File: src/rtl/i2c_write_word.sv
// i2c_write_word: I2C write of {addr, pointer, data_hi, data_lo} at 3 PT_CK cycles per SCL bit.
// Optional macro I2C_WRITE_NACK_ABORT_EN: jump to STOP after the first NACKed byte.
module i2c_write_word (
    input  logic        PT_CK,
    input  logic        RESET_N,
    input  logic [7:0]  SLAVE_ADDRESS,
    input  logic [7:0]  POINTER,
    input  logic [15:0] DATA16,
    input  logic        GO,
    input  logic        SDAI,
    output logic        SDAO,
    output logic        SCLO,
    output logic        END_OK,
    output logic        ACK_OK,
    output logic [1:0]  NACK_BYTE,
    output logic [7:0]  ST
);
`ifdef I2C_WRITE_NACK_ABORT_EN
    localparam bit ABORT = 1'b1;
`else
    localparam bit ABORT = 1'b0;
`endif
    typedef enum logic [3:0] {
        IDLE, ARMED, LAUNCH, START, START2, BIT_A, BIT_B, BIT_C, STOP1, STOP2, STOP3
    } state_t;
    state_t      st, st_n;
    logic [31:0] word, word_n;
    logic [3:0]  bit_cnt, bit_n;
    logic [1:0]  byte_cnt, byte_n, nbyte_n;
    logic        nacked, nacked_n, sdao_n, sclo_n, end_n, ack_n;
    logic        last, done;
    assign last = bit_cnt == 4'd8;
    assign done = last && (byte_cnt == 2'd3 || (ABORT && nacked));
    assign ST   = {4'b0, st};
    always_ff @(posedge PT_CK or negedge RESET_N) begin
        if (!RESET_N) begin
            st        <= IDLE;
            word      <= '0;
            bit_cnt   <= '0;
            byte_cnt  <= '0;
            nacked    <= 1'b0;
            SDAO      <= 1'b1;
            SCLO      <= 1'b1;
            END_OK    <= 1'b1;
            ACK_OK    <= 1'b0;
            NACK_BYTE <= '0;
        end else begin
            st        <= st_n;
            word      <= word_n;
            bit_cnt   <= bit_n;
            byte_cnt  <= byte_n;
            nacked    <= nacked_n;
            SDAO      <= sdao_n;
            SCLO      <= sclo_n;
            END_OK    <= end_n;
            ACK_OK    <= ack_n;
            NACK_BYTE <= nbyte_n;
        end
    end
    always_comb begin
        st_n     = st;
        word_n   = word;
        bit_n    = bit_cnt;
        byte_n   = byte_cnt;
        nacked_n = nacked;
        sdao_n   = SDAO;
        sclo_n   = SCLO;
        end_n    = END_OK;
        ack_n    = ACK_OK;
        nbyte_n  = NACK_BYTE;
        case (st)
            IDLE:   st_n = GO ? ARMED : IDLE;
            ARMED: if (!GO) begin
                st_n     = LAUNCH;
                end_n    = 1'b0;
                ack_n    = 1'b0;
                nbyte_n  = 2'd0;
                nacked_n = 1'b0;
                bit_n    = 4'd0;
                byte_n   = 2'd0;
                word_n   = {SLAVE_ADDRESS[7:1], 1'b0, POINTER, DATA16};
            end
            LAUNCH: begin
                st_n   = START;
                sdao_n = 1'b0;
                sclo_n = 1'b1;
            end
            START: begin
                st_n   = START2;
                sclo_n = 1'b0;
            end
            START2: begin
                st_n   = BIT_A;
                sdao_n = word[31];
            end
            BIT_A: begin
                st_n   = BIT_B;
                sclo_n = 1'b1;
                if (last && SDAI && !nacked) begin
                    nacked_n = 1'b1;
                    nbyte_n  = byte_cnt;
                end
            end
            BIT_B: begin
                st_n   = BIT_C;
                sclo_n = 1'b0;
            end
            // Counters advance here so the next phase A already drives the next bit.
            BIT_C: begin
                bit_n  = last ? 4'd0 : bit_cnt + 4'd1;
                byte_n = (last && !done) ? byte_cnt + 2'd1 : byte_cnt;
                st_n   = done ? STOP1 : BIT_A;
                sdao_n = done ? 1'b0 : (bit_n == 4'd8 || word[~{byte_n, bit_n[2:0]}]);
            end
            STOP1: begin
                st_n   = STOP2;
                sclo_n = 1'b1;
            end
            STOP2: begin
                st_n   = STOP3;
                sdao_n = 1'b1;
            end
            STOP3: begin
                st_n  = IDLE;
                end_n = 1'b1;
                ack_n = !nacked;
            end
            default: st_n = IDLE;
        endcase
    end
endmodule
File: config.mk
export PLATFORM = sky130hd
export DESIGN_NAME = i2c_write_word
export DESIGN_NICKNAME = d
export VERILOG_FILES = /design/src/rtl/i2c_write_word.sv
export SDC_FILE = /design/constraint.sdc
export NUM_CORES = 1
export LEC_CHECK = 0
export BUFFER_PORTS_ARGS = -buffer_cell sky130_fd_sc_hd__buf_2
export CAP_MARGIN = 20
export CORE_ASPECT_RATIO = 1.75
export CORE_MARGIN = 5
export CORE_UTILIZATION = 42
export DETAILED_ROUTE_END_ITERATION = 16
export PLACE_DENSITY = 0.7
export SYNTH_ARGS = -nofsm -noshare
export SYNTH_HDL_FRONTEND = slang
export SYNTH_SLANG_ARGS = --single-unit
File: constraint.sdc
create_clock -name PT_CK -period 7.5 [get_ports PT_CK]
set_clock_uncertainty 0.15 [all_clocks]
set_input_delay 0 -clock PT_CK [delete_from_list [all_inputs] [get_ports PT_CK]]
set_output_delay 0 -clock PT_CK [all_outputs]
set_load 0.02 [all_outputs]
# After elaboration in Yosys (flattened, before gate mapping)
# Index checks and enable logic that the tools add are counted.
# W data, S select, Z words.
# totals
reg_bits	48
wordCells	71
# classes
n_addsub	2
n_lt_le_gt_ge	1
eq_ne	15
mux	22
n_bitwise	2
n_reduce_logical	19
# op_table
cell	count
$pmux W4 S10	1
$eq A4 B4 Y1 const B	5
$eq A4 B3 Y1 const B	4
$mux W4	4
$eq A4 B2 Y1 const B	2
$pmux W1 S2	4
$pmux W2 S2	2
$pmux W4 S2	1
$reduce_bool A2 Y1	4
$lt A5 B6 Y1 const B	1
$mux W2	3
$reduce_and A2 Y1	3
$bmux W1 S5	1
$mux W1	5
$not A5 Y5	1
$add A4 B1 Y4 const B	1
$eq A4 B1 Y1 const B	1
$logic_and A1 B1 Y1	4
$logic_not A4 Y1	1
$ne A2 B2 Y1 const B	2
$pmux W1 S4	1
$reduce_bool A4 Y1	1
$reduce_and A3 Y1	1
$reduce_or A3 Y1	1
other kinds (6)	7

# Longest topological paths before layout
# Gate-level depths: netlist (run 1).
# depth
word_depth	11
ltp_mapped	9
mapped_depth_nobuf	8

# Least setup slack after synthesis (run 1)
# No wires, ideal clock.
# synth_path
path_kind	register to register
from	register bit_cnt[0]
to	register SDAO
t_arrival_ns	2.344
required_ns	7.259
slack_ns	4.915
path_stages_with_launch	10
path_buffers	1
period_less_slack_ns	2.585
cell_sequence	dfrtp_1 > inv_1 > ha_1 > and3b_1 > buf_6 > nor2_4 > mux4_2 > and3_1 > a2111oi_2 > a211oi_1
# synth_via
elab_chain_len	11
# synth_lines
item	line	source
start, declared	28	logic [3:0] bit_cnt, bit_n;
start signal, assigned	50	bit_cnt <= bit_n;
branches (longest 9 deep; another with $add A4 B1 Y4)	n/a	
$mux W1 *	113	sdao_n = done ? 1'b0 : (bit_n == 4'd8 || word[~{byte_n, bit_n[2:0]}]);
$pmux W1 S4 *	71	case (st)
end signal, assigned	53	SDAO <= sdao_n;
end, declared	11	output logic SDAO,
# Mark *: on every way between the ends. The select of a mux whose other input is x is not followed.
# A chain may end at the register's enable or synchronous reset.

# Final worst setup path (run 1)
# Ends and elaborated chain as after synthesis.

==> run metrics, run 1 <==
GPL Wtd Cong 0.8363; vias in the first global route 1961; Tcrit/Tclk final 37.91%; Slew Limit Fails 0; peak fanout along the critical path 6; Port-buffer cells 44; # setup viols final 0; type of the worst min-delay path primary input to register; largest cells by area after synthesis dfrtp_1 45%, mux2_2 16%, dfstp_2 3.1%; syn_area_per_cell 11.39 um^2; Area Growth Syn to Fin 26.26%; top cells by count, synth 45 x dfrtp_1, 36 x mux2_2, 21 x nand2_1; Rows 37; grt met3 use 3.804%; EDFF count, synth 0; clock sinks 48; max_slew headroom 59.89%; largest net degree at the start of global routing 49; Synth warnings 0; Routed Antenna Nets 0; Crit. End Element register; PD cells 349.9 nW/um^2; post-route cell area 3177 um^2; htree depth 2; HPWL after DPL 3769 um; Initial DRT Pass Iterations 4; Post-CTS Setup Bufs 0; Inserted Diodes 0; setup TNS 0 ps; ys async rst share 100.0%; die footprint 7700 um^2; RSZ-0062 raised after global routing false; fin crit period 2843 ps; Yosys cell types 47; cells after synthesis 221; Crit Path Category register to register; Iter 0 DRT Violations 109; total CTS buffers 5; TritonCTS clock tree built; Clk Latency, worst-skew pair 320 ps; Max Fclk 0.3517 GHz; max cap viols 0; Worst Tran Pin Value 601.7 ps; core area 5879 um^2; share of cells above drive strength 1 34.47%; post-synth top area cell dfrtp_1; die height 112.4 um; # fillers 523; synthesis-stage register bit count 48; Main synth FF type dfrtp_1; top-count cell post-synth dfrtp_1; number of nets in the finished design 331; VDD IR max 0.2265 mV; met2 Track Usage GR 26.55%; grt met1 use 19.30%; Worst-path clk slew 90 ps; multi-input combinational cell area 1196 um^2; initial core utilization 42.80%; DRC 0; GR Overflow Total 0; clk buf depth 2; total track usage 16.28%; final hold viol count 0; sequential fraction of the synthesis area 47.89%; initial antenna violation count 0; via count 1903; outcome finished, final reports clean; Post-Place Cell Area 2753 um^2; Static Leakage 1.427 nW; gr busiest metal met2; num ports 50; final WL 5571 um; register area 1205 um^2; Arr. time, crit path 2940 ps; synthesized cell area 2516 um^2; top cell type's share of synthesized area 44.75%; WL/cell 15.02 um; first-pass GRT wire length 9411 um; Worst EP required 7590 ps; Root Buffer clkbuf_8; Via density 5.129; crit start category register; die span in x 68.51 um
==> layer usage <==
layer,share of wire (%),vias up
li1,-,928
met1,38,915
met2,55,49
met3,4.6,11
met4,2.6,0
met5,0,-
==> placed cells by master (no fill, tap or decap), types with 2 or more instances in the layout <==
cell / instances
dfrtp_1: 45
buf_2: 44
mux2_2: 36
dlygate4sd3_1: 33
nand2_1: 21
o21ai_0: 12
nand3_1: 11
a21oi_1: 9
nor2_1: 8
mux2i_1: 6
clkbuf_8: 6
inv_1: 5
conb_1: 4
dfstp_2: 3
a22oi_1: 3
mux4_2: 3
o211ai_1: 3
ha_1: 3
nor3_1: 2
o32ai_1: 2
o22ai_1: 2
xnor2_1: 2
and3_1: 2
nand4_1: 2
a211oi_1: 2
buf_4: 2
==> path summary, 6_finish.rpt <==
| path | to | slack, ps | from | cells after the start |
|---|---|---|---|---|
| max in group asynchronous | bit_cnt[2] | 6620 | RESET_N | 3 |
| setup / recovery | SDAO | 4660 | bit_cnt[0] | 8 |
| setup reg to reg | SDAO | 4660 | bit_cnt[0] | 8 |
| hold / removal | NACK_BYTE[1] | 60 | SDAI | 5 |
| hold reg to reg | END_OK | 330 | END_OK | 2 |
| min in group asynchronous | word[29] | 170 | RESET_N | 3 |
==> cell families after synthesis <==
| family | count (synthesis) | share of synthesized area, % |
|---|---|---|
| buf+inv | 23 | 5.023 |
| fa+ha+maj | 3 | 1.492 |
| other cells | 1 | 0.1490 |
| flops | 48 | 47.89 |
| mux | 45 | 21.18 |
| compound gates | 41 | 10.74 |
| simple gates | 56 | 11.39 |
| xor+xnor | 4 | 2.139 |
==> per-stage QoR <==
stage          utilization [%]  power [mW]  hold slack [ps]  std cells  setup slack (ps)
2_1_floorplan                -      0.8275           -445.6        224              4915
4_1_cts                  54.03       1.121            59.88        371              4660
5_1_grt                  54.03       1.197            116.3        371              4511
3_5_place_dp             46.82      0.9400           -9.807        330              4672
3_3_place_gp             46.82      0.9220           -20.11        330              4708
6_report                 54.03       1.111            63.15        371              4657
==> power breakdown <==
part	internal (mW)	switching, mW	total, mW
logic	0.245	0.225	0.470
clock network	0.0750	0.0900	0.165
registers	0.376	0.100	0.477
total	0.696	0.415	1.11
==> critical path, cell delays in order, from the launching register on <==
cell,delay [ps]
dfrtp_1,490
inv_1,170
ha_1,290
and3b_1,290
nor2_4,180
mux4_2,530
and3_1,210
a2111oi_2,330
a211oi_1,130
==> what timing repair did <==
item,in CTS,in global routing
hold endpoints to repair,77,0
hold buffers,33,0
gates resized for setup,0,0
==> state kept, by name, indices dropped and copies added (netlist names) <==
name and cells:
ACK_OK 1, END_OK 1, NACK_BYTE 2, SCLO 1
SDAO 1, bit_cnt 4, byte_cnt 2, nacked 1
st 4, word 31
==> final cells by class <==
class	instances	share of cell area (%)
Clock buffer	7	2.718
Clock inverter	1	0.2363
Inverter	5	0.5908
Multi-Input combinational cell	153	37.65
Sequential cell	48	37.93
Tap cell	78	3.072
Timing Repair Buffer	79	17.80
No activity file was read; power rests on OpenSTA's default activity.
==> run 2: changes to the inputs <==
- clock period: 7.5 -> 2.9 ns (I/O delays scaled with it)
==> run metrics, run 2 (synthesized netlist as in run 1, its figures left out) <==
type of the worst min-delay path primary input to register; initial core utilization 42.80%; most frequent cells in the layout 45 x dfrtp_1, 44 x buf_2, 36 x mux2_2; number of nets in the finished design 336; Worst Tran Pin Value 500.5 ps; final hold viol count 0; die span in x 68.51 um; Via density 5.165; fin crit period 2571 ps; max_slew headroom 65.68%; max reg flops 31; RSZ-0062 raised after global routing false; Post-Place Cell Area 2788 um^2; hold-fix buffers at CTS 33; die height 112.4 um; Post-CTS Setup Bufs 0; crit start category register; Crit Path Category register to register; Worst-path clk slew 90 ps; setup TNS 0 ps; GR Overflow Total 0; WL/cell 15.03 um; core area 5879 um^2; largest net degree at the start of global routing 49; Slew Limit Fails 0; DRC 0; total CTS buffers 5; Top Registers word x31, bit_cnt x4, st x4; outcome finished, final reports clean; htree depth 2; PD cells 894.6 nW/um^2; Tcrit/Tclk final 88.66%; first-pass GRT wire length 9418 um; post-route cell area 3238 um^2; total track usage 16.15%; via count 1942; Worst EP required 2980 ps; Iter 0 DRT Violations 105; share of cells above drive strength 1 34.90%; HPWL after DPL 3876 um; Max Fclk 0.3889 GHz; Biggest register word; TritonCTS clock tree built; final WL 5652 um; Area Growth Syn to Fin 28.69%; Port-buffer cells 44; # setup viols final 0; clk buf depth 2; max cap viols 0; Static Leakage 1.462 nW; Initial DRT Pass Iterations 4; initial antenna violation count 0; Crit. End Element register; GPL Wtd Cong 0.8802; Inserted Diodes 0; die footprint 7700 um^2; Rows 37; clock sinks 48; peak fanout along the critical path 6; Root Buffer clkbuf_8; num ports 50; Routed Antenna Nets 0; Clk Latency, worst-skew pair 310 ps; VDD IR max 0.5418 mV; Arr. time, crit path 2650 ps; vias in the first global route 1973; post-CTS sizing 0; # fillers 515; commonest non-fill, non-tap cell in the layout dfrtp_1
run 2: path summary, 6_finish.rpt:
kind	from	end	slack [ps]	depth (start not counted)
min in group asynchronous	RESET_N	word[20]	450	3
max reg2reg	bit_cnt[0]	SDAO	330	8
max in group asynchronous	RESET_N	END_OK	1610	4
min reg2reg	END_OK	END_OK	310	2
max	bit_cnt[0]	SDAO	330	8
min	SDAI	NACK_BYTE[0]	70	5
run 2: layout make-up:
cell class / count / area [um^2] / area share (%)
clock buffer: 8 / 90.09 / 2.782
inverter: 5 / 18.77 / 0.5796
multi-input combinational: 153 / 1196 / 36.94
sequential: 48 / 1205 / 37.21
tap: 78 / 97.59 / 3.014
timing repair buffer: 84 / 630.6 / 19.47
run 2: worst max-delay path, cell delays in order (launching register included):
cell      delay, ps
dfrtp_1         380
inv_1           160
ha_1            290
nand3b_2        190
nand2_2         220
mux2_2          350
mux4_2          470
a211oi_1        230
a211oi_1         70
run 2: per-layer routing:
metal  vias to the layer above  global-route usage, %  part of all wire, %
met4                         0                  7.835                  3.5
met3                        16                  3.604                  4.4
met5                         -                      0                    0
met1                       936                  18.79                   38
li1                        940                      -                    -
met2                        50                  26.93                   54
run 2: metrics by stage:
step	hold WS [ps]	util [%]	worst slack, ps	cells	total power, mW
global route	136.0	55.08	112.7	376	3.108
floorplan	-445.6	-	315.3	224	2.140
global placement	81.34	47.41	360.5	333	2.426
CTS	61.54	54.56	316.7	374	2.915
finish	65.70	55.08	328.9	376	2.897
detailed placement	86.59	47.41	323.3	333	2.465
run 2: report_power, final:
| part | switching, mW | internal [mW] |
|---|---|---|
| clock network | 0.217 | 0.195 |
| logic | 0.607 | 0.665 |
| registers | 0.239 | 0.974 |
==> run 3: changes to the inputs <==
- CORE_ASPECT_RATIO: 1.75 -> 1.2
==> run metrics, run 3 (synthesized netlist as in run 1, its figures left out) <==
Inserted Diodes 0; peak fanout along the critical path 6; # setup viols final 0; HPWL after DPL 3748 um; Tcrit/Tclk final 89.28%; TritonCTS clock tree built; switching part of the total 36.28%; Flop pwr share 40.7%; crit path from bit_cnt[0]; RSZ-0062 raised after global routing false; Reg-to-Reg End SDAO; initial antenna violation count 0; worst reg2reg setup slack 310 ps; PD cells 889.4 nW/um^2; final WL 5361 um; first-pass GRT wire length 9170 um; number of nets in the finished design 338; clk buf depth 2; type of the worst min-delay path primary input to async pin; final std cells w/o fill 382; total CTS buffers 5; Area Growth Syn to Fin 29.04%; die height 94.79 um; largest net degree at the start of global routing 49; Slew Limit Fails 0; clock share of power 14.3%; Rows 31; most frequent cells in the layout 45 x dfrtp_1, 44 x buf_2, 36 x mux2_2; final hold viol count 14; die footprint 7645 um^2; Routed Antenna Nets 0; clock sinks 48; CP peak stage delay 510 ps; VDD IR max 0.5253 mV; Clk Latency, worst-skew pair 300 ps; crit start category register; Worst Tran Pin Value 485.4 ps; failing checks hold timing; Internal 1.840 mW; outcome complete, but fails checks; R2R depth 8; DRC 0; Via density 5.147; max_slew headroom 66.72%; max reg flops 31; core area 5934 um^2; GR Overflow Total 0; Top Registers word x31, bit_cnt x4, st x4; initial core utilization 42.40%; WL/cell 14.03 um; Max Fclk 0.3862 GHz; Root Buffer clkbuf_8; via count 1966; Initial DRT Pass Iterations 4; Crit. End Element register; Biggest register word; fin crit period 2589 ps; P_sw 1.048 mW; share of cells above drive strength 1 36.00%; commonest non-fill, non-tap cell in the layout dfrtp_1; Comb power frac 45.0%; vias in the first global route 1974; worst hold margin -10.83 ps; Worst-path clk slew 90 ps; CP Cell Sequence inv_1, ha_1, and3b_1, nor2_4, mux4_2, and3_1, a2111oi_2, a211oi_1; Worst EP required 2980 ps; Post-CTS Setup Bufs 0; die span in x 80.66 um; Port-buffer cells 44; Arr. time, crit path 2670 ps; htree depth 2; placed insts 340; setup TNS 0 ps; max cap viols 0; Iter 0 DRT Violations 75; Critical-path top delay cell mux4_2; GPL Wtd Cong 0.8632; num ports 50; Static Leakage 1.463 nW; Crit Path Category register to register; reg-to-reg startpoint bit_cnt[0]; total track usage 15.54%
-- run 3: cell types whose count changed in the layout (fill, tap and decap cells not counted) --
cell / change
dlygate4sd3_1: -1
buf_4: +4
clkbuf_1: -1
buf_12: -1
clkinvlp_4: +1
-- run 3: worst max-delay path: cells and delay by family (launching register included) --
kind	cells	cell delay, ps
and+or+nand+nor	3	660
muxes	1	510
AOI/OAI and AO/OA	2	450
DFF	1	360
adders and majority gates	1	280
buffers and inverters	1	110
-- run 3: layout make-up --
class	instances	area (um^2)
fill	522	2688
sequential	48	1205
multi-input combinational	153	1196
timing repair buffer	86	630.6
tap	82	102.6
clock buffer	7	86.33
inverter	5	18.77
clock inverter	1	7.507
-- run 3: how the worst max path moves through the flow --
stage,to,slack [ps],depth (start not counted)
floorplan,SDAO,320,9
global placement,SDAO,380,8
detailed placement,SDAO,320,8
CTS,SDAO,310,8
global route,SDAO,150,8
finish,SDAO,310,8
-- run 3: routing by layer --
| metal | track usage, % | vias up | share of wire (%) |
|---|---|---|---|
| met3 | 2.672 | 8 | 4.3 |
| met2 | 27.28 | 47 | 52 |
| met1 | 19.25 | 967 | 42 |
| li1 | - | 944 | - |
| met4 | 5.070 | 0 | 1.7 |
| met5 | 0 | - | 0 |
-- run 3: what timing repair did --
action	in CTS	in global routing
hold endpoints to repair	77	0
gates resized for setup	0	0
hold buffers	33	0
-- run 3: power groups by stage --
| stage | sequential (mW) | combinational, mW | clock [mW] |
|---|---|---|---|
| after floorplan | 1.19 | 0.952 | 0 |
| after global routing | 1.22 | 1.45 | 0.449 |
| after global placement | 1.18 | 1.24 | 0 |
| after CTS | 1.18 | 1.31 | 0.426 |
| after detailed placement | 1.19 | 1.27 | 0 |
| final | 1.18 | 1.30 | 0.412 |
-- run 3: metrics by stage --
step | power (mW) | setup WS [ps] | area [um^2] | utilization [%]
floorplan | 2.140 | 315.3 | 2527 | -
global placement | 2.425 | 376.9 | 2803 | 47.23
detailed placement | 2.464 | 322.4 | 2803 | 47.23
CTS | 2.916 | 314.8 | 3227 | 54.37
global route | 3.122 | 149.8 | 3247 | 54.71
finish | 2.888 | 310.9 | 3247 | 54.71
